<file path="src/rtl/jam_pkg.sv">
// Shared definitions for the JAM cost-table stage: matrix geometry,
// loader state encoding and the {W,J} flat-index helper.
package jam_pkg;

  localparam int LIST_COUNT  = 8;
  localparam int COST_W      = 7;
  localparam int IDX_W       = 3;
  localparam int COST_SUM_W  = 10;
  localparam int ENTRY_COUNT = LIST_COUNT * LIST_COUNT;
  localparam int FLAT_W      = 2 * IDX_W;

  // Flat index of the last entry in the table.
  localparam logic [FLAT_W-1:0] LAST_IDX = FLAT_W'(ENTRY_COUNT - 1);

  typedef enum logic {
    ST_LOAD  = 1'b0,
    ST_READY = 1'b1
  } state_t;

  // Row-major flat index of table[w][j].
  function automatic logic [FLAT_W-1:0] flat_idx(input logic [IDX_W-1:0] w,
                                                 input logic [IDX_W-1:0] j);
    return {w, j};
  endfunction

endpackage

</file>
<file path="src/rtl/jam_row_min.sv">
// Per-row running minimum and accumulated lower bound (sum of row minima).
// Only instantiated when JAM_ROW_MIN_EN is defined.
module jam_row_min
  import jam_pkg::*;
(
  input  logic                  CLK,
  input  logic                  RST_N,
  input  logic                  i_clear,
  input  logic                  i_valid,
  input  logic                  i_first,
  input  logic                  i_last,
  input  logic [COST_W-1:0]     i_entry,
  output logic [COST_W-1:0]     o_row_min,
  output logic [COST_SUM_W-1:0] o_bound
);

  logic [COST_W-1:0]     r_min;
  logic [COST_SUM_W-1:0] r_acc;
  logic [COST_W-1:0]     w_cur_min;

  // Minimum including the entry arriving this cycle; a new row restarts it.
  always_comb begin
    w_cur_min = r_min;
    if (i_first || (i_entry < r_min)) begin
      w_cur_min = i_entry;
    end
  end

  // Track the row minimum and fold it into the bound at each row end.
  always_ff @(posedge CLK or negedge RST_N) begin
    if (!RST_N) begin
      r_min <= '1;
      r_acc <= '0;
    end else if (i_clear) begin
      r_min <= '1;
      r_acc <= '0;
    end else if (i_valid) begin
      r_min <= w_cur_min;
      if (i_last) begin
        // 8 rows of at most 127 sum to 1016, so the add never overflows.
        r_acc <= r_acc + COST_SUM_W'(w_cur_min);
      end
    end
  end

  assign o_row_min = r_min;
  assign o_bound   = r_acc;

endmodule

</file>
<file path="src/rtl/jam_cost_table.sv">
// Cost-table stage for the job assignment machine: loads an 8x8 cost
// matrix row-major over valid/ready, then serves zero-latency lookups and
// releases the JAM from reset. Optional feature: define JAM_ROW_MIN_EN to
// compute LowerBound (sum of row minima); otherwise LowerBound is 0.
module jam_cost_table
  import jam_pkg::*;
(
  input  logic                  CLK,
  input  logic                  RST_N,
  input  logic                  Reload,
  input  logic                  InValid,
  output logic                  InReady,
  input  logic [COST_W-1:0]     InCost,
  input  logic [IDX_W-1:0]      W,
  input  logic [IDX_W-1:0]      J,
  output logic [COST_W-1:0]     Cost,
  output logic                  TableReady,
  output logic                  JamRst,
  output logic [COST_SUM_W-1:0] LowerBound
);

  state_t              r_state;
  logic [FLAT_W-1:0]   r_idx;
  logic                r_table_ready;
  logic [COST_W-1:0]   r_table [ENTRY_COUNT];

  logic                w_in_ready;
  logic                w_xfer;

  // Reload outranks a concurrent entry, so that entry is never written.
  assign w_in_ready = (r_state == ST_LOAD);
  assign w_xfer     = InValid && w_in_ready && !Reload;

  // Loader FSM: count accepted entries, leave LOAD on the 64th.
  // NOTE: all state here uses non-blocking assignments so every register
  // samples pre-edge values, independent of statement order.
  always_ff @(posedge CLK or negedge RST_N) begin
    if (!RST_N) begin
      r_state       <= ST_LOAD;
      r_idx         <= '0;
      r_table_ready <= 1'b0;
    end else if (Reload) begin
      r_state       <= ST_LOAD;
      r_idx         <= '0;
      r_table_ready <= 1'b0;
    end else begin
      case (r_state)
        ST_LOAD: begin
          if (w_xfer) begin
            r_idx <= r_idx + 1'b1;
            if (r_idx == LAST_IDX) begin
              r_state       <= ST_READY;
              r_table_ready <= 1'b1;
            end
          end
        end
        ST_READY: begin
          r_state <= ST_READY;
        end
        default: begin
          r_state <= ST_LOAD;
        end
      endcase
    end
  end

  // Table storage: written only by accepted transfers.
  // NOTE: the array has no reset; contents are don't-care until a full load
  // completes, and Cost is forced to 0 until then.
  always_ff @(posedge CLK) begin
    if (w_xfer) begin
      r_table[r_idx] <= InCost;
    end
  end

  // Zero-latency lookup: the JAM sums Cost in the same cycle it drives W/J.
  // NOTE: Cost gets a default before the conditional so no latch is inferred.
  always_comb begin
    Cost = '0;
    if (r_table_ready) begin
      Cost = r_table[flat_idx(W, J)];
    end
  end

  assign InReady    = w_in_ready;
  assign TableReady = r_table_ready;
  assign JamRst     = ~r_table_ready;

`ifdef JAM_ROW_MIN_EN
  logic [COST_W-1:0] w_row_min;

  jam_row_min u_row_min (
    .CLK       (CLK),
    .RST_N     (RST_N),
    .i_clear   (Reload),
    .i_valid   (w_xfer),
    .i_first   (r_idx[IDX_W-1:0] == '0),
    .i_last    (r_idx[IDX_W-1:0] == '1),
    .i_entry   (InCost),
    .o_row_min (w_row_min),
    .o_bound   (LowerBound)
  );
`else
  assign LowerBound = '0;
`endif

endmodule

</file>
<file path="config.mk">
export PLATFORM = sky130hd
export DESIGN_NAME = jam_cost_table
export DESIGN_NICKNAME = d
export VERILOG_FILES = /design/src/rtl/jam_pkg.sv /design/src/rtl/jam_row_min.sv /design/src/rtl/jam_cost_table.sv
export SDC_FILE = /design/constraint.sdc
export NUM_CORES = 1
export LEC_CHECK = 0
export BUFFER_PORTS_ARGS = -buffer_cell sky130_fd_sc_hd__clkbuf_2
export CAP_MARGIN = 5
export CORE_ASPECT_RATIO = 0.6
export CORE_MARGIN = 5
export CORE_UTILIZATION = 62
export CTS_BUF_LIST = sky130_fd_sc_hd__clkbuf_2 sky130_fd_sc_hd__clkbuf_4 sky130_fd_sc_hd__clkbuf_8
export DETAILED_ROUTE_END_ITERATION = 16
export PLACE_DENSITY_LB_ADDON = 0.12
export SYNTH_ARGS = -nofsm -noshare
export SYNTH_HDL_FRONTEND = slang
export SYNTH_HIERARCHICAL = 1
export SYNTH_SLANG_ARGS = --single-unit
</file>
<file path="constraint.sdc">
create_clock -name CLK -period 2.6 [get_ports CLK]
set_input_delay 0.52 -clock CLK [delete_from_list [all_inputs] [get_ports CLK]]
set_output_delay 0.52 -clock CLK [all_outputs]
set_load 0.1 [all_outputs]
</file>
[Yosys cells after proc, flatten, opt, wreduce, memory -nomap -nowiden]
Memories as Yosys holds them, arrays and structs flattened.
Cells that the tools add are included.
Storage, ports and cells
  memories kept: 1
  input bits: 17
  output and inout port bits: 20
  bits in writable memories: 448
  register bits: 8
  word-level logic and storage cells: 30
Memory list
  r_table: words 64, bits a word 7, read ports 1, clocked after memory_dff 0, write ports 1, line jam_cost_table.sv:25  | logic [COST_W-1:0] r_table [ENTRY_COUNT];
Operators by class
  multiplexer cells: 14
  eq/ne operators: 2
  bitwise gates (word level): 2
  reduce and logical (&&, ||, !) cells: 7
  add/sub/neg operators: 1
Operators with widths (number)
  $mux 6: 3
  $mux 1: 9
  $mux 7: 1
  $add 6x1->6 const B: 1
  $eq 6x6->1 const B: 1
  $reduce_bool 2->1: 2
  $reduce_and 3->1: 1
  $logic_and 1x1->1: 2
  $ne 2x2->1 const B: 1
  $not 1->1: 2
  $pmux 1 s2: 1
  $reduce_and 2->1: 1
  $logic_not 1->1: 1

[Depth between registers and ports, before layout]
Gate-level depths: netlist of the first run.
  depth after elaboration: 6
  gate-level depth with buffers: 8
  gate-level depth less buffers: 5

[Worst setup path before layout of the first run]
OpenSTA, ideal clock, no wires.
  kind: register to output
  start point: register r_table_ready (netlist: TableReady)
  end point: output Cost[3]
  stages on the path, launching flop included: 5
  data required time: 2.080 ns
  arrival time: 3.498 ns
  path buffers: 0
  setup slack: -1.418 ns
  cell sequence: dfrtp_1 > inv_1 > nor2_1 > nand2_1 > o22ai_1
Between the ends
  longest elaborated chain between the ends: 1
RTL lines
  start: declaration: line jam_cost_table.sv:24  | logic r_table_ready;
  start signal: assignment: line jam_cost_table.sv:41  | r_table_ready <= 1'b0;
  start signal: assignment: line jam_cost_table.sv:45  | r_table_ready <= 1'b0;
  start signal: assignment: line jam_cost_table.sv:53  | r_table_ready <= 1'b1;
  $mux 7: line jam_cost_table.sv:80  | if (r_table_ready) begin
  end: declaration: line jam_cost_table.sv:16  | output logic [COST_W-1:0] Cost,
Every way passes these cells.

[Final worst setup path of the first run]
  start point: memory r_table[39][2]
  end point: output Cost[2]
Between the ends
  longest elaborated chain between the ends: 2
RTL lines (line)
  start: declaration: jam_cost_table.sv:25
  $mem_v2 64x7
  $mux 7: jam_cost_table.sv:80
Every way passes these cells.

==> results of run 1 <==
routing by layer:
metal	global-route usage [%]	part of all wire [%]
met2	39.0	45
met5	0	0
met4	6.73	2.1
met1	42.7	41
met3	6.74	12
through the flow:
| step | TNS, ps | hold slack [ps] | utilization, % | cell area [um2] | setup WS [ps] |
|---|---|---|---|---|---|
| floorplan | -162 | 224 | - | 18200 | -53.0 |
| global placement | -2410 | 366 | 69.1 | 19800 | -391 |
| detailed placement | -2580 | 377 | 69.1 | 19800 | -455 |
| CTS | -2420 | 197 | 74.1 | 21300 | -411 |
| global route | -2710 | 227 | 74.4 | 21300 | -454 |
| finish | -2290 | 225 | 74.4 | 21300 | -380 |
worst max-delay path, stage by stage, from the launching register on:
cell and delay, ps:
edfxtp_1 370, mux4_2 490, mux4_2 540, o21ai_4 190, o21ai_4 90, buf_12 170
sequential cells by signal, indices dropped and copies added, names as in the netlist:
register	count
TableReady	1
r_state	1
r_idx	6
r_table	448
cells by family (layout without fill, tap and decap cells):
family / Yosys count / after routing / share of synthesized area (%)
buffers and inverters: 61 / 299 / 2.08
muxes: 148 / 148 / 16.3
xor gates and xnor gates: 4 / 4 / 0.195
DFF: 456 / 456 / 75.8
other: 1 / 10 / 0.0208
AOI/OAI and AO/OA: 46 / 46 / 1.73
adders and majority gates: 1 / 1 / 0.0695
and+or+nand+nor: 153 / 153 / 3.82
Yosys cell counts (all sizes together) (2+ instances only):
library cell | n | area, um2
nand2b | 4 | 25.0
a221oi | 5 | 43.8
a22oi | 3 | 22.5
or3 | 3 | 18.8
o22ai | 8 | 50.1
o21ai | 10 | 50.1
buf | 39 | 292
a211oi | 4 | 30.0
nor2 | 80 | 300
nand3 | 13 | 65.1
nor2b | 8 | 50.1
or3b | 3 | 26.3
or2 | 3 | 18.8
nand2 | 25 | 93.8
o32ai | 3 | 26.3
inv | 4 | 15.0
and2 | 2 | 12.5
a21oi | 6 | 30.0
mux2i | 32 | 320
dfrtp | 8 | 200
nand4 | 2 | 12.5
nor3 | 4 | 20.0
xor2 | 3 | 26.3
clkbuf | 18 | 67.6
nand3b | 3 | 22.5
edfxtp | 448 | 13500
mux4 | 116 | 2610
nor3b | 3 | 22.5
report_power, final:
group	switching [uW]	internal (uW)	leakage [uW]
combinational	538	382	0.00235
clock	2600	2650	0.000616
sequential	12.7	8080	0.00414
total	3150	11100	0.00710
area by class of cell:
type,count,area (um2),share of cell area (%)
Inverter,4,18.8,0.0879
Multi-Input combinational cell,362,4270,20.0
Timing Repair Buffer,186,1780,8.33
Sequential cell,456,13700,64.0
Clock inverter,29,176,0.826
Clock buffer,80,982,4.60
Tap cell,375,469,2.20
worst min-delay path by stage:
| stage | from | to | slack [ps] | cells past startpoint |
|---|---|---|---|---|
| 6_report | Reload | r_idx[4]$_DFFE_PN0P_ | 220 | 3 |
| 5_1_grt | Reload | r_idx[4]$_DFFE_PN0P_ | 230 | 3 |
| 4_1_cts | Reload | r_idx[5]$_DFFE_PN0P_ | 200 | 3 |
| 3_5_place_dp | RST_N | r_idx[5]$_DFFE_PN0P_ | 380 | 1 |
| 3_3_place_gp | RST_N | r_state$_DFF_PN0_ | 370 | 1 |
| 2_1_floorplan | RST_N | r_idx[0]$_DFFE_PN0P_ | 220 | 0 |
what timing repair did:
item / 4_1_cts / 5_1_grt
setup endpoints to repair: 7 / 7
setup buffers: 5 / 0
gates resized for setup: 35 / 6
hold buffers: 1 / 0
gates cloned: 3 / 1
hold endpoints to repair: 8 / 0
pin swaps: 12 / 1
==> metrics.txt, run 1 <==
# TYPE chip_impl_metric gauge
chip_impl_metric{name="die_y",unit="um"} 142
chip_impl_metric{name="num_antenna_cells",unit=""} 0
chip_impl_metric{name="clock_tree.buffer_depth",unit=""} 3
chip_impl_metric{name="synth-warning-count",unit=""} 6
chip_impl_info{name="grt_setup_unrepaired",value="yes"} 1
chip_impl_metric{name="die-area",unit="um2"} 32700
chip_impl_metric{name="dp.final_hpwl",unit="um"} 28200
chip_impl_metric{name="report.power.total",unit="uW"} 14300
chip_impl_metric{name="start_util",unit="%"} 62.7
chip_impl_metric{name="final_antenna_net_count",unit=""} 0
chip_impl_metric{name="worstPathArrival",unit="ps"} 2460
chip_impl_metric{name="fin_cells",unit=""} 1492
chip_impl_metric{name="drt_wl_total",unit="um"} 43300
chip_impl_metric{name="clock-skew-final",unit="ps"} 25.1
chip_impl_metric{name="route.vias.total",unit=""} 9761
chip_impl_info{name="crit_type",value="flop to primary output"} 1
chip_impl_metric{name="drive_gt1_share",unit="%"} 38.9
chip_impl_info{name="tritoncts",value="done"} 1
chip_impl_metric{name="path_clk_slew",unit="ps"} 70
chip_impl_metric{name="timing.final.max_slew_violations",unit=""} 0
chip_impl_metric{name="maxClockFrequency",unit="MHz"} 336
chip_impl_metric{name="finalSetupViolations",unit=""} 7
chip_impl_metric{name="die_x",unit="um"} 230
chip_impl_metric{name="synth-edff-count",unit=""} 448
chip_impl_metric{name="fin_nets",unit=""} 1088
chip_impl_metric{name="gpl.final_weighted_congestion",unit=""} 0.865
chip_impl_metric{name="drv.max_cap_violation_count",unit=""} 0
chip_impl_info{name="cts_root_buf",value="clkbuf_8"} 1
chip_impl_info{name="critPathCaptureType",value="primary output"} 1
chip_impl_metric{name="synth_area",unit="um2"} 18000
chip_impl_metric{name="grt_pass1_wl",unit="um"} 64100
chip_impl_metric{name="vdd_drop_max",unit="V"} 0.000632
chip_impl_info{name="worstReg2RegEnd",value="r_table[46][3]$_DFFE_PP_"} 1
chip_impl_info{name="cp-endpoint",value="Cost[2]"} 1
chip_impl_info{name="worst_r2r_startpoint",value="r_state$_DFF_PN0_"} 1
chip_impl_metric{name="ys_seq_elements",unit=""} 456
chip_impl_info{name="synth_ff_type",value="edfxtp_1"} 1
chip_impl_metric{name="timing.max_slew.rel_slack",unit="%"} 29.0
chip_impl_metric{name="placed_insts",unit=""} 1374
chip_impl_metric{name="number_of_antenna_violations_at_the_first_check_in_global_routing",unit=""} 0
chip_impl_metric{name="globalRouteOverflowTotal",unit=""} 0
chip_impl_metric{name="routed_wire_length_per_instance",unit="um"} 29.1
chip_impl_metric{name="worstPathRequired",unit="ps"} 2080
chip_impl_metric{name="post-route-period-util",unit="%"} 115
chip_impl_metric{name="placeableCoreArea",unit="um2"} 28700
chip_impl_metric{name="via_per_inst",unit=""} 6.54
chip_impl_info{name="crit_path_start",value="r_table[39][2]$_DFFE_PP_"} 1
chip_impl_metric{name="leakagePower",unit="uW"} 0.00710
chip_impl_metric{name="power-per-cell-area",unit="nW/um2"} 668
chip_impl_metric{name="drt_drc_violations_left",unit=""} 0
chip_impl_metric{name="number_of_placement_rows",unit=""} 48
chip_impl_metric{name="yosys.cell_types.count",unit=""} 42
chip_impl_metric{name="clock_sink_count",unit=""} 456
chip_impl_metric{name="cts_htree_levels",unit=""} 2
chip_impl_metric{name="portBuffers",unit=""} 26
chip_impl_metric{name="post_synth.cell_area_avg",unit="um2"} 20.7
chip_impl_metric{name="post-route-worst-setup-slack",unit="ps"} -380
chip_impl_metric{name="sequential_area_share_after_synthesis",unit="%"} 75.8
chip_impl_info{name="violations",value="negative setup slack"} 1
chip_impl_metric{name="grt_max_degree",unit=""} 65
chip_impl_metric{name="post_synth_inst_count",unit=""} 870
chip_impl_metric{name="worstRegToRegCells",unit=""} 6
chip_impl_info{name="final_common_cell",value="edfxtp_1"} 1
chip_impl_metric{name="clkLatencyLatePin",unit="ps"} 630
chip_impl_info{name="most-common-layout-cells",value="448 x edfxtp_1, 138 x buf_4, 116 x mux4_2"} 1
chip_impl_metric{name="synth-async-reset-ratio",unit="%"} 1.75
chip_impl_info{name="outcome",value="complete, but fails checks"} 1
chip_impl_metric{name="grt_pass1_vias",unit=""} 9725
chip_impl_info{name="timing.hold.worst.class",value="input port to flop"} 1
chip_impl_metric{name="flow.area_growth_from_synthesis",unit="%"} 18.5
chip_impl_metric{name="global_route.usage.total",unit="%"} 27.0
chip_impl_metric{name="timing_hold_violations_final",unit=""} 0
chip_impl_metric{name="timing_worst_slew_pin_value",unit="ps"} 1070
chip_impl_metric{name="detailedRoute.firstIterationViolations",unit=""} 1215
chip_impl_info{name="setup.worst_path.start_class",value="flop"} 1
chip_impl_metric{name="regToRegSetupSlack",unit="ps"} 320
chip_impl_metric{name="timing.final.crit_period",unit="ps"} 2980
chip_impl_metric{name="design.portCount",unit=""} 37
chip_impl_metric{name="num-fill-cells",unit=""} 1576
chip_impl_metric{name="numCtsBuffers",unit=""} 60
chip_impl_metric{name="first_pass_iters",unit=""} 5
chip_impl_metric{name="worst-path-max-fanout",unit=""} 1
(Power assumes the default switching activity.)
==> run 2, diff against run 1 <==
--- a/config.mk
+++ b/config.mk
@@ -5,6 +5,7 @@
 export SDC_FILE = /design/constraint.sdc
 export NUM_CORES = 1
 export LEC_CHECK = 0
+export ABC_AREA = 1
 export BUFFER_PORTS_ARGS = -buffer_cell sky130_fd_sc_hd__clkbuf_2
 export CAP_MARGIN = 5
 export CORE_ASPECT_RATIO = 0.6
==> metrics.txt, run 2 <==
# TYPE chip_impl_metric gauge
chip_impl_info{name="most-common-layout-cells",value="532 x nand2_1, 448 x edfxtp_1, 296 x nand3_1"} 1
chip_impl_info{name="hold_path.startpoint",value="Reload"} 1
chip_impl_info{name="largest_registers",value="r_table: 448 flops, r_idx: 6 flops"} 1
chip_impl_metric{name="num_antenna_cells",unit=""} 0
chip_impl_info{name="whs_endpoint",value="TableReady$_DFFE_PN0P_"} 1
chip_impl_metric{name="drt_drc_violations_left",unit=""} 0
chip_impl_metric{name="yosys.cell_types.count",unit=""} 27
chip_impl_metric{name="start_util",unit="%"} 63.0
chip_impl_metric{name="design.portCount",unit=""} 37
chip_impl_info{name="yosys_top_cell_by_area",value="edfxtp_1"} 1
chip_impl_metric{name="die_y",unit="um"} 145
chip_impl_metric{name="routed_wire_length_per_instance",unit="um"} 24.1
chip_impl_metric{name="timing.max_slew.rel_slack",unit="%"} 47.4
chip_impl_info{name="synth.top_cells.by_area",value="edfxtp_1 71%, nand2_1 11%, nand3_1 10%"} 1
chip_impl_info{name="timing.hold.worst.class",value="input port to flop"} 1
chip_impl_metric{name="clock-skew-final",unit="ps"} 16.7
chip_impl_metric{name="maxClockFrequency",unit="MHz"} 386
chip_impl_metric{name="fin_cells",unit=""} 2259
chip_impl_metric{name="gpl.final_weighted_congestion",unit=""} 0.889
chip_impl_metric{name="timing.final.crit_period",unit="ps"} 2590
chip_impl_metric{name="vdd_drop_max",unit="V"} 0.000593
chip_impl_metric{name="first_pass_iters",unit=""} 6
chip_impl_info{name="cts_root_buf",value="clkbuf_8"} 1
chip_impl_metric{name="post-route-worst-setup-slack",unit="ps"} 9.42
chip_impl_metric{name="grt_pass1_wl",unit="um"} 75200
chip_impl_metric{name="portBuffers",unit=""} 26
chip_impl_metric{name="report.power.total",unit="uW"} 15000
chip_impl_metric{name="detailedRoute.firstIterationViolations",unit=""} 1970
chip_impl_metric{name="clkLatencyLatePin",unit="ps"} 620
chip_impl_metric{name="numCtsBuffers",unit=""} 66
chip_impl_metric{name="placed_insts",unit=""} 2107
chip_impl_info{name="critPathCaptureType",value="primary output"} 1
chip_impl_metric{name="post_synth_inst_count",unit=""} 1636
chip_impl_metric{name="drt_wl_total",unit="um"} 54400
chip_impl_metric{name="drive_gt1_share",unit="%"} 23.6
chip_impl_metric{name="pre_cts_slack",unit="ps"} -176
chip_impl_metric{name="setup_total_negative_slack",unit="ps"} 0
chip_impl_metric{name="fin_nets",unit=""} 1821
chip_impl_metric{name="flow.area_growth_from_synthesis",unit="%"} 23.0
chip_impl_metric{name="number_of_antenna_violations_at_the_first_check_in_global_routing",unit=""} 0
chip_impl_info{name="worst_r2r_startpoint",value="r_idx[0]$_DFFE_PN0P_"} 1
chip_impl_info{name="cpMaxStageDelayCell",value="buf_12"} 1
chip_impl_metric{name="largest_register_ff_count",unit=""} 448
chip_impl_info{name="tritoncts",value="done"} 1
chip_impl_metric{name="timing.final.max_slew_violations",unit=""} 0
chip_impl_metric{name="placeableCoreArea",unit="um2"} 30000
chip_impl_info{name="crit_type",value="input port to primary output"} 1
chip_impl_metric{name="path_clk_slew",unit="ps"} 60
chip_impl_metric{name="synth-async-reset-ratio",unit="%"} 1.75
chip_impl_metric{name="critPathMaxStageDelay",unit="ps"} 250
chip_impl_metric{name="die_x",unit="um"} 235
chip_impl_info{name="grt_setup_unrepaired",value="yes"} 1
chip_impl_info{name="synth_commonest_cells",value="570 x nand2_1, 448 x edfxtp_1, 388 x nand3_1"} 1
chip_impl_metric{name="grt_pass1_vias",unit=""} 12300
chip_impl_metric{name="timing_hold_violations_final",unit=""} 0
chip_impl_metric{name="ys_seq_elements",unit=""} 456
chip_impl_info{name="final_common_cell",value="nand2_1"} 1
chip_impl_metric{name="synth-edff-count",unit=""} 448
chip_impl_metric{name="worstRegToRegCells",unit=""} 6
chip_impl_metric{name="clock_tree.buffer_depth",unit=""} 3
chip_impl_metric{name="die-area",unit="um2"} 34200
chip_impl_info{name="synth_ff_type",value="edfxtp_1"} 1
chip_impl_info{name="crit_path_start",value="J[2]"} 1
chip_impl_metric{name="regToRegSetupSlack",unit="ps"} 320
chip_impl_metric{name="number_of_placement_rows",unit=""} 49
chip_impl_metric{name="synth-warning-count",unit=""} 6
chip_impl_metric{name="route.vias.total",unit=""} 13900
chip_impl_metric{name="worstPathArrival",unit="ps"} 2070
chip_impl_metric{name="clock_sink_count",unit=""} 456
chip_impl_metric{name="via_per_inst",unit=""} 6.14
chip_impl_info{name="cpLargestDelayFamily",value="buffers and inverters"} 1
chip_impl_metric{name="post_synth.cell_area_avg",unit="um2"} 11.6
chip_impl_metric{name="final_antenna_net_count",unit=""} 0
chip_impl_info{name="yosysMostFrequentCell",value="nand2_1"} 1
chip_impl_info{name="setup.worst_path.start_class",value="input port"} 1
chip_impl_metric{name="globalRouteOverflowTotal",unit=""} 0
chip_impl_info{name="worstReg2RegEnd",value="r_table[39][6]$_DFFE_PP_"} 1
chip_impl_metric{name="global_route.usage.total",unit="%"} 28.9
chip_impl_metric{name="synth_area",unit="um2"} 18900
chip_impl_metric{name="power-per-cell-area",unit="nW/um2"} 643
chip_impl_metric{name="grt_max_degree",unit=""} 65
chip_impl_metric{name="worstPathRequired",unit="ps"} 2080
chip_impl_metric{name="leakagePower",unit="uW"} 0.00869
chip_impl_metric{name="critPathBufInv",unit=""} 4
chip_impl_metric{name="worst-path-max-fanout",unit=""} 35
chip_impl_info{name="critical_path_cell_sequence",value="clkbuf_2 > inv_2 > buf_12 > nand3_1 > nand2_1 > nand2_1 > nand3_2 > nand3_2 > a21oi_4 > buf_12"} 1
chip_impl_info{name="outcome",value="complete, no violations"} 1
chip_impl_metric{name="dp.final_hpwl",unit="um"} 29500
chip_impl_metric{name="cts_htree_levels",unit=""} 3
chip_impl_metric{name="post-route-period-util",unit="%"} 99.6
chip_impl_metric{name="sequential_area_share_after_synthesis",unit="%"} 72.2
chip_impl_info{name="registers.top_by_ff_count",value="r_table"} 1
chip_impl_metric{name="finalSetupViolations",unit=""} 0
chip_impl_metric{name="holdPathStages",unit=""} 2
chip_impl_metric{name="drv.max_cap_violation_count",unit=""} 0
chip_impl_metric{name="timing_worst_slew_pin_value",unit="ps"} 787
chip_impl_metric{name="yosys.area.top_type_share",unit="%"} 71.1
[run 2: kinds of logic after synthesis]
kind of cell,after synthesis,share of synthesized area (%)
simple gates,1033,23.2
compound gates,18,0.516
flops,456,72.2
buf+inv,126,3.94
other cells,1,0.0198
xor+xnor,1,0.0463
fa+ha+maj,1,0.0661
[run 2: how the worst max path moves through the flow]
stage / endpoint / slack (ps) / cells past startpoint
6_report: Cost[1] / 9 / 10
3_5_place_dp: Cost[0] / -180 / 12
3_3_place_gp: Cost[0] / -150 / 12
4_1_cts: Cost[0] / -30 / 12
5_1_grt: Cost[1] / -80 / 9
2_1_floorplan: Cost[6] / 50 / 11
[run 2: where the power goes]
part           switching [uW]  leakage [uW]  internal [uW]  total, uW
logic                     923       0.00391            464       1390
clock network            2700      0.000644           2780       5480
registers                10.6       0.00414           8080       8090
[run 2: final cells by class]
cell class | instances | area, um2
Clock buffer | 90 | 1120
Clock inverter | 26 | 105
Fill cell | 1860 | 6790
Inverter | 19 | 109
Multi-Input combinational cell | 1063 | 5250
Sequential cell | 456 | 13700
Tap cell | 408 | 510
Timing Repair Buffer | 193 | 2420
Timing Repair inverter | 4 | 87.6
[run 2: repair_timing]
item / in CTS / in global routing
gates cloned: 8 / 20
resized for setup: 47 / 152
setup endpoints to repair: 7 / 7
endpoints found under the hold margin: 8 / 0
buffers inserted: 7 / 2
pin swaps: 2 / 78
hold buffers: 1 / 0
[run 2: worst register-to-register path, delay by kind of cell (launching register included)]
kind	cells	cell delay, ps
buffers and inverters	2	260
flip-flops	1	520
AND/OR/NAND/NOR	4	1130
[run 2: metrics by stage]
step / utilization, % / hold WS [ps] / area (um2)
5_1_grt: 77.4 / 118 / 23300
3_5_place_dp: 68.0 / 375 / 20400
3_3_place_gp: 68.0 / 372 / 20400
2_1_floorplan: - / 224 / 19000
6_report: 77.4 / 133 / 23300
4_1_cts: 73.7 / 108 / 22200
[run 2: routing by layer]
| metal | vias to the layer above | wire [um] | global-route usage (%) |
|---|---|---|---|
| met2 | 1103 | 23200 | 39.7 |
| li1 | 6069 | - | - |
| met5 | - | 0 | 0 |
| met1 | 6575 | 22000 | 46.0 |
| met3 | 119 | 7930 | 8.86 |
| met4 | 0 | 1270 | 6.73 |
==> run 3, diff against run 2 <==
--- a/config.mk
+++ b/config.mk
@@ -13,7 +13,7 @@
 export CORE_UTILIZATION = 62
 export CTS_BUF_LIST = sky130_fd_sc_hd__clkbuf_2 sky130_fd_sc_hd__clkbuf_4 sky130_fd_sc_hd__clkbuf_8
 export DETAILED_ROUTE_END_ITERATION = 16
-export PLACE_DENSITY_LB_ADDON = 0.12
+export PLACE_DENSITY = 0.81
 export SYNTH_ARGS = -nofsm -noshare
 export SYNTH_HDL_FRONTEND = slang
 export SYNTH_HIERARCHICAL = 1
==> metrics.txt, run 3 (synthesized netlist as in run 2, its figures left out) <==
# TYPE chip_impl_metric gauge
chip_impl_info{name="most-common-layout-cells",value="508 x nand2_1, 448 x edfxtp_1, 270 x nand3_1"} 1
chip_impl_metric{name="route.vias.total",unit=""} 14100
chip_impl_metric{name="final_antenna_net_count",unit=""} 0
chip_impl_info{name="hold_path.startpoint",value="Reload"} 1
chip_impl_metric{name="largest_register_ff_count",unit=""} 448
chip_impl_metric{name="drt_wl_total",unit="um"} 54900
chip_impl_metric{name="sequential_cell_area",unit="um2"} 13700
chip_impl_metric{name="timing_worst_slew_pin_value",unit="ps"} 1100
chip_impl_metric{name="gpl.final_weighted_congestion",unit=""} 0.963
chip_impl_metric{name="fin_cells",unit=""} 2238
chip_impl_metric{name="die_y",unit="um"} 145
chip_impl_info{name="tritoncts",value="done"} 1
chip_impl_metric{name="worstRegToRegCells",unit=""} 6
chip_impl_info{name="violations",value="negative setup slack"} 1
chip_impl_metric{name="grt_pass1_vias",unit=""} 13100
chip_impl_info{name="worstReg2RegEnd",value="r_table[39][5]$_DFFE_PP_"} 1
chip_impl_metric{name="power-per-cell-area",unit="nW/um2"} 657
chip_impl_metric{name="leakagePower",unit="uW"} 0.00865
chip_impl_info{name="setup.worst_path.start_class",value="flop"} 1
chip_impl_metric{name="clock_sink_count",unit=""} 456
chip_impl_metric{name="path_clk_slew",unit="ps"} 60
chip_impl_metric{name="via_per_inst",unit=""} 6.31
chip_impl_metric{name="fin_nets",unit=""} 1799
chip_impl_metric{name="timing_hold_violations_final",unit=""} 0
chip_impl_metric{name="routed_wire_length_per_instance",unit="um"} 24.5
chip_impl_metric{name="number_of_placement_rows",unit=""} 49
chip_impl_metric{name="maxClockFrequency",unit="MHz"} 377
chip_impl_metric{name="portBuffers",unit=""} 26
chip_impl_metric{name="first_pass_iters",unit=""} 6
chip_impl_metric{name="vdd_drop_max",unit="V"} 0.000679
chip_impl_metric{name="gr-usage-met2",unit="%"} 40.8
chip_impl_metric{name="global_route.usage.met1",unit="%"} 44.5
chip_impl_info{name="outcome",value="complete, but fails checks"} 1
chip_impl_metric{name="holdPathStages",unit=""} 2
chip_impl_metric{name="number_of_antenna_violations_at_the_first_check_in_global_routing",unit=""} 0
chip_impl_metric{name="placed_insts",unit=""} 2092
chip_impl_info{name="crit_type",value="flop to primary output"} 1
chip_impl_metric{name="global_route.usage.total",unit="%"} 28.9
chip_impl_metric{name="regToRegSetupSlack",unit="ps"} 70
chip_impl_info{name="worst_r2r_startpoint",value="r_idx[0]$_DFFE_PN0P_"} 1
chip_impl_metric{name="gr-usage-met3",unit="%"} 8.27
chip_impl_info{name="registers.top_by_ff_count",value="r_table"} 1
chip_impl_metric{name="timing.max_slew.rel_slack",unit="%"} 26.4
chip_impl_metric{name="detailedRoute.firstIterationViolations",unit=""} 2470
chip_impl_info{name="whs_endpoint",value="r_state$_DFF_PN0_"} 1
chip_impl_metric{name="timing.final.crit_period",unit="ps"} 2650
chip_impl_metric{name="finalSetupViolations",unit=""} 7
chip_impl_metric{name="globalRouteOverflowTotal",unit=""} 0
chip_impl_info{name="critPathCaptureType",value="primary output"} 1
chip_impl_info{name="busiest_grt_layer",value="met1"} 1
chip_impl_info{name="crit_path_start",value="r_table[54][2]$_DFFE_PP_"} 1
chip_impl_info{name="cts_root_buf",value="clkbuf_8"} 1
chip_impl_metric{name="grt_max_degree",unit=""} 65
chip_impl_metric{name="drive_gt1_share",unit="%"} 25.8
chip_impl_metric{name="drt_drc_violations_left",unit=""} 0
chip_impl_metric{name="dp.final_hpwl",unit="um"} 29800
chip_impl_metric{name="worst-path-max-fanout",unit=""} 1
chip_impl_metric{name="worstPathRequired",unit="ps"} 2080
chip_impl_metric{name="num_antenna_cells",unit=""} 0
chip_impl_metric{name="drv.max_cap_violation_count",unit=""} 0
chip_impl_metric{name="setup_total_negative_slack",unit="ps"} -202
chip_impl_info{name="final_common_cell",value="nand2_1"} 1
chip_impl_metric{name="multiInputGateArea",unit="um2"} 5430
chip_impl_metric{name="cts_htree_levels",unit=""} 3
chip_impl_metric{name="die_x",unit="um"} 235
chip_impl_metric{name="clkLatencyLatePin",unit="ps"} 640
chip_impl_metric{name="numCtsBuffers",unit=""} 66
chip_impl_metric{name="num-fill-cells",unit=""} 1715
chip_impl_info{name="grt_setup_unrepaired",value="yes"} 1
chip_impl_info{name="timing.hold.worst.class",value="input port to flop"} 1
chip_impl_info{name="largest_registers",value="r_table: 448 flops, r_idx: 6 flops"} 1
chip_impl_metric{name="grt_pass1_wl",unit="um"} 76200
chip_impl_metric{name="die-area",unit="um2"} 34200
chip_impl_metric{name="report.power.total",unit="uW"} 15300
chip_impl_metric{name="post-route-period-util",unit="%"} 102
chip_impl_metric{name="flow.area_growth_from_synthesis",unit="%"} 22.8
chip_impl_metric{name="timing.final.max_slew_violations",unit=""} 0
chip_impl_metric{name="post-route-worst-setup-slack",unit="ps"} -49.9
chip_impl_metric{name="placeableCoreArea",unit="um2"} 30000
chip_impl_metric{name="start_util",unit="%"} 63.0
chip_impl_metric{name="worstPathArrival",unit="ps"} 2130
chip_impl_metric{name="clock_tree.buffer_depth",unit=""} 3
chip_impl_metric{name="clock-skew-final",unit="ps"} 26.6
chip_impl_metric{name="design.portCount",unit=""} 37
==> run 3: changes by cell type in the layout (fill, tap and decap cells not counted), sizes merged <==
cell    previous run  this run
clkinv            30        22
bufinv             0         2
buf              159       139
clkbuf           123       130
inv               17        15
==> run 3: worst max path at each step <==
stage / end
5_1_grt: Cost[2]
2_1_floorplan: Cost[6]
3_5_place_dp: Cost[4]
4_1_cts: Cost[3]
6_report: Cost[2]
3_3_place_gp: Cost[1]
==> run 3: where the power goes <==
group | total, uW | internal, uW | switching (uW)
combinational | 1350 | 435 | 914
clock | 5810 | 3070 | 2740
sequential | 8090 | 8080 | 11.3
total | 15300 | 11600 | 3660
==> run 3: area by class of cell <==
cell class / count / share of cell area (%)
clock buffer: 96 / 5.02
timing repair inverter: 1 / 0.0485
timing repair buffer: 174 / 9.45
tap: 408 / 2.20
multi-input combinational: 1063 / 23.4
clock inverter: 21 / 0.609
inverter: 19 / 0.463
sequential: 456 / 58.8
==> run 3: timing repair <==
item,in CTS,in global routing
setup buffers,3,1
pin swaps,12,112
endpoints found under the setup margin,7,7
gates resized for setup,67,166
hold buffers,1,0
endpoints found under the hold margin,8,0
gates cloned,6,21
==> run 3: per-layer routing <==
metal	up-vias	share of wire, %
li1	6021	-
met1	6702	37
met2	1228	44
met3	168	16
met4	0	3.1
met5	-	0
==> run 3: per-stage QoR <==
step | util [%] | hold WS, ps | area [um2] | setup slack (ps)
floorplan | - | 224 | 19000 | 54.5
CTS | 73.5 | 143 | 22100 | -2.49
detailed placement | 67.5 | 378 | 20300 | -118
global route | 77.3 | 160 | 23200 | -98.6
finish | 77.3 | 162 | 23200 | -49.9
global placement | 67.5 | 373 | 20300 | -102
==> run 3: critical path, stage by stage (launching register included) <==
cell,delay [ps]
edfxtp_1,430
nand2_1,90
nand3_1,100
nand3_2,100
nand2_2,80
nand2_1,60
nand3_1,120
nand3_2,110
a21oi_4,220
buf_12,200
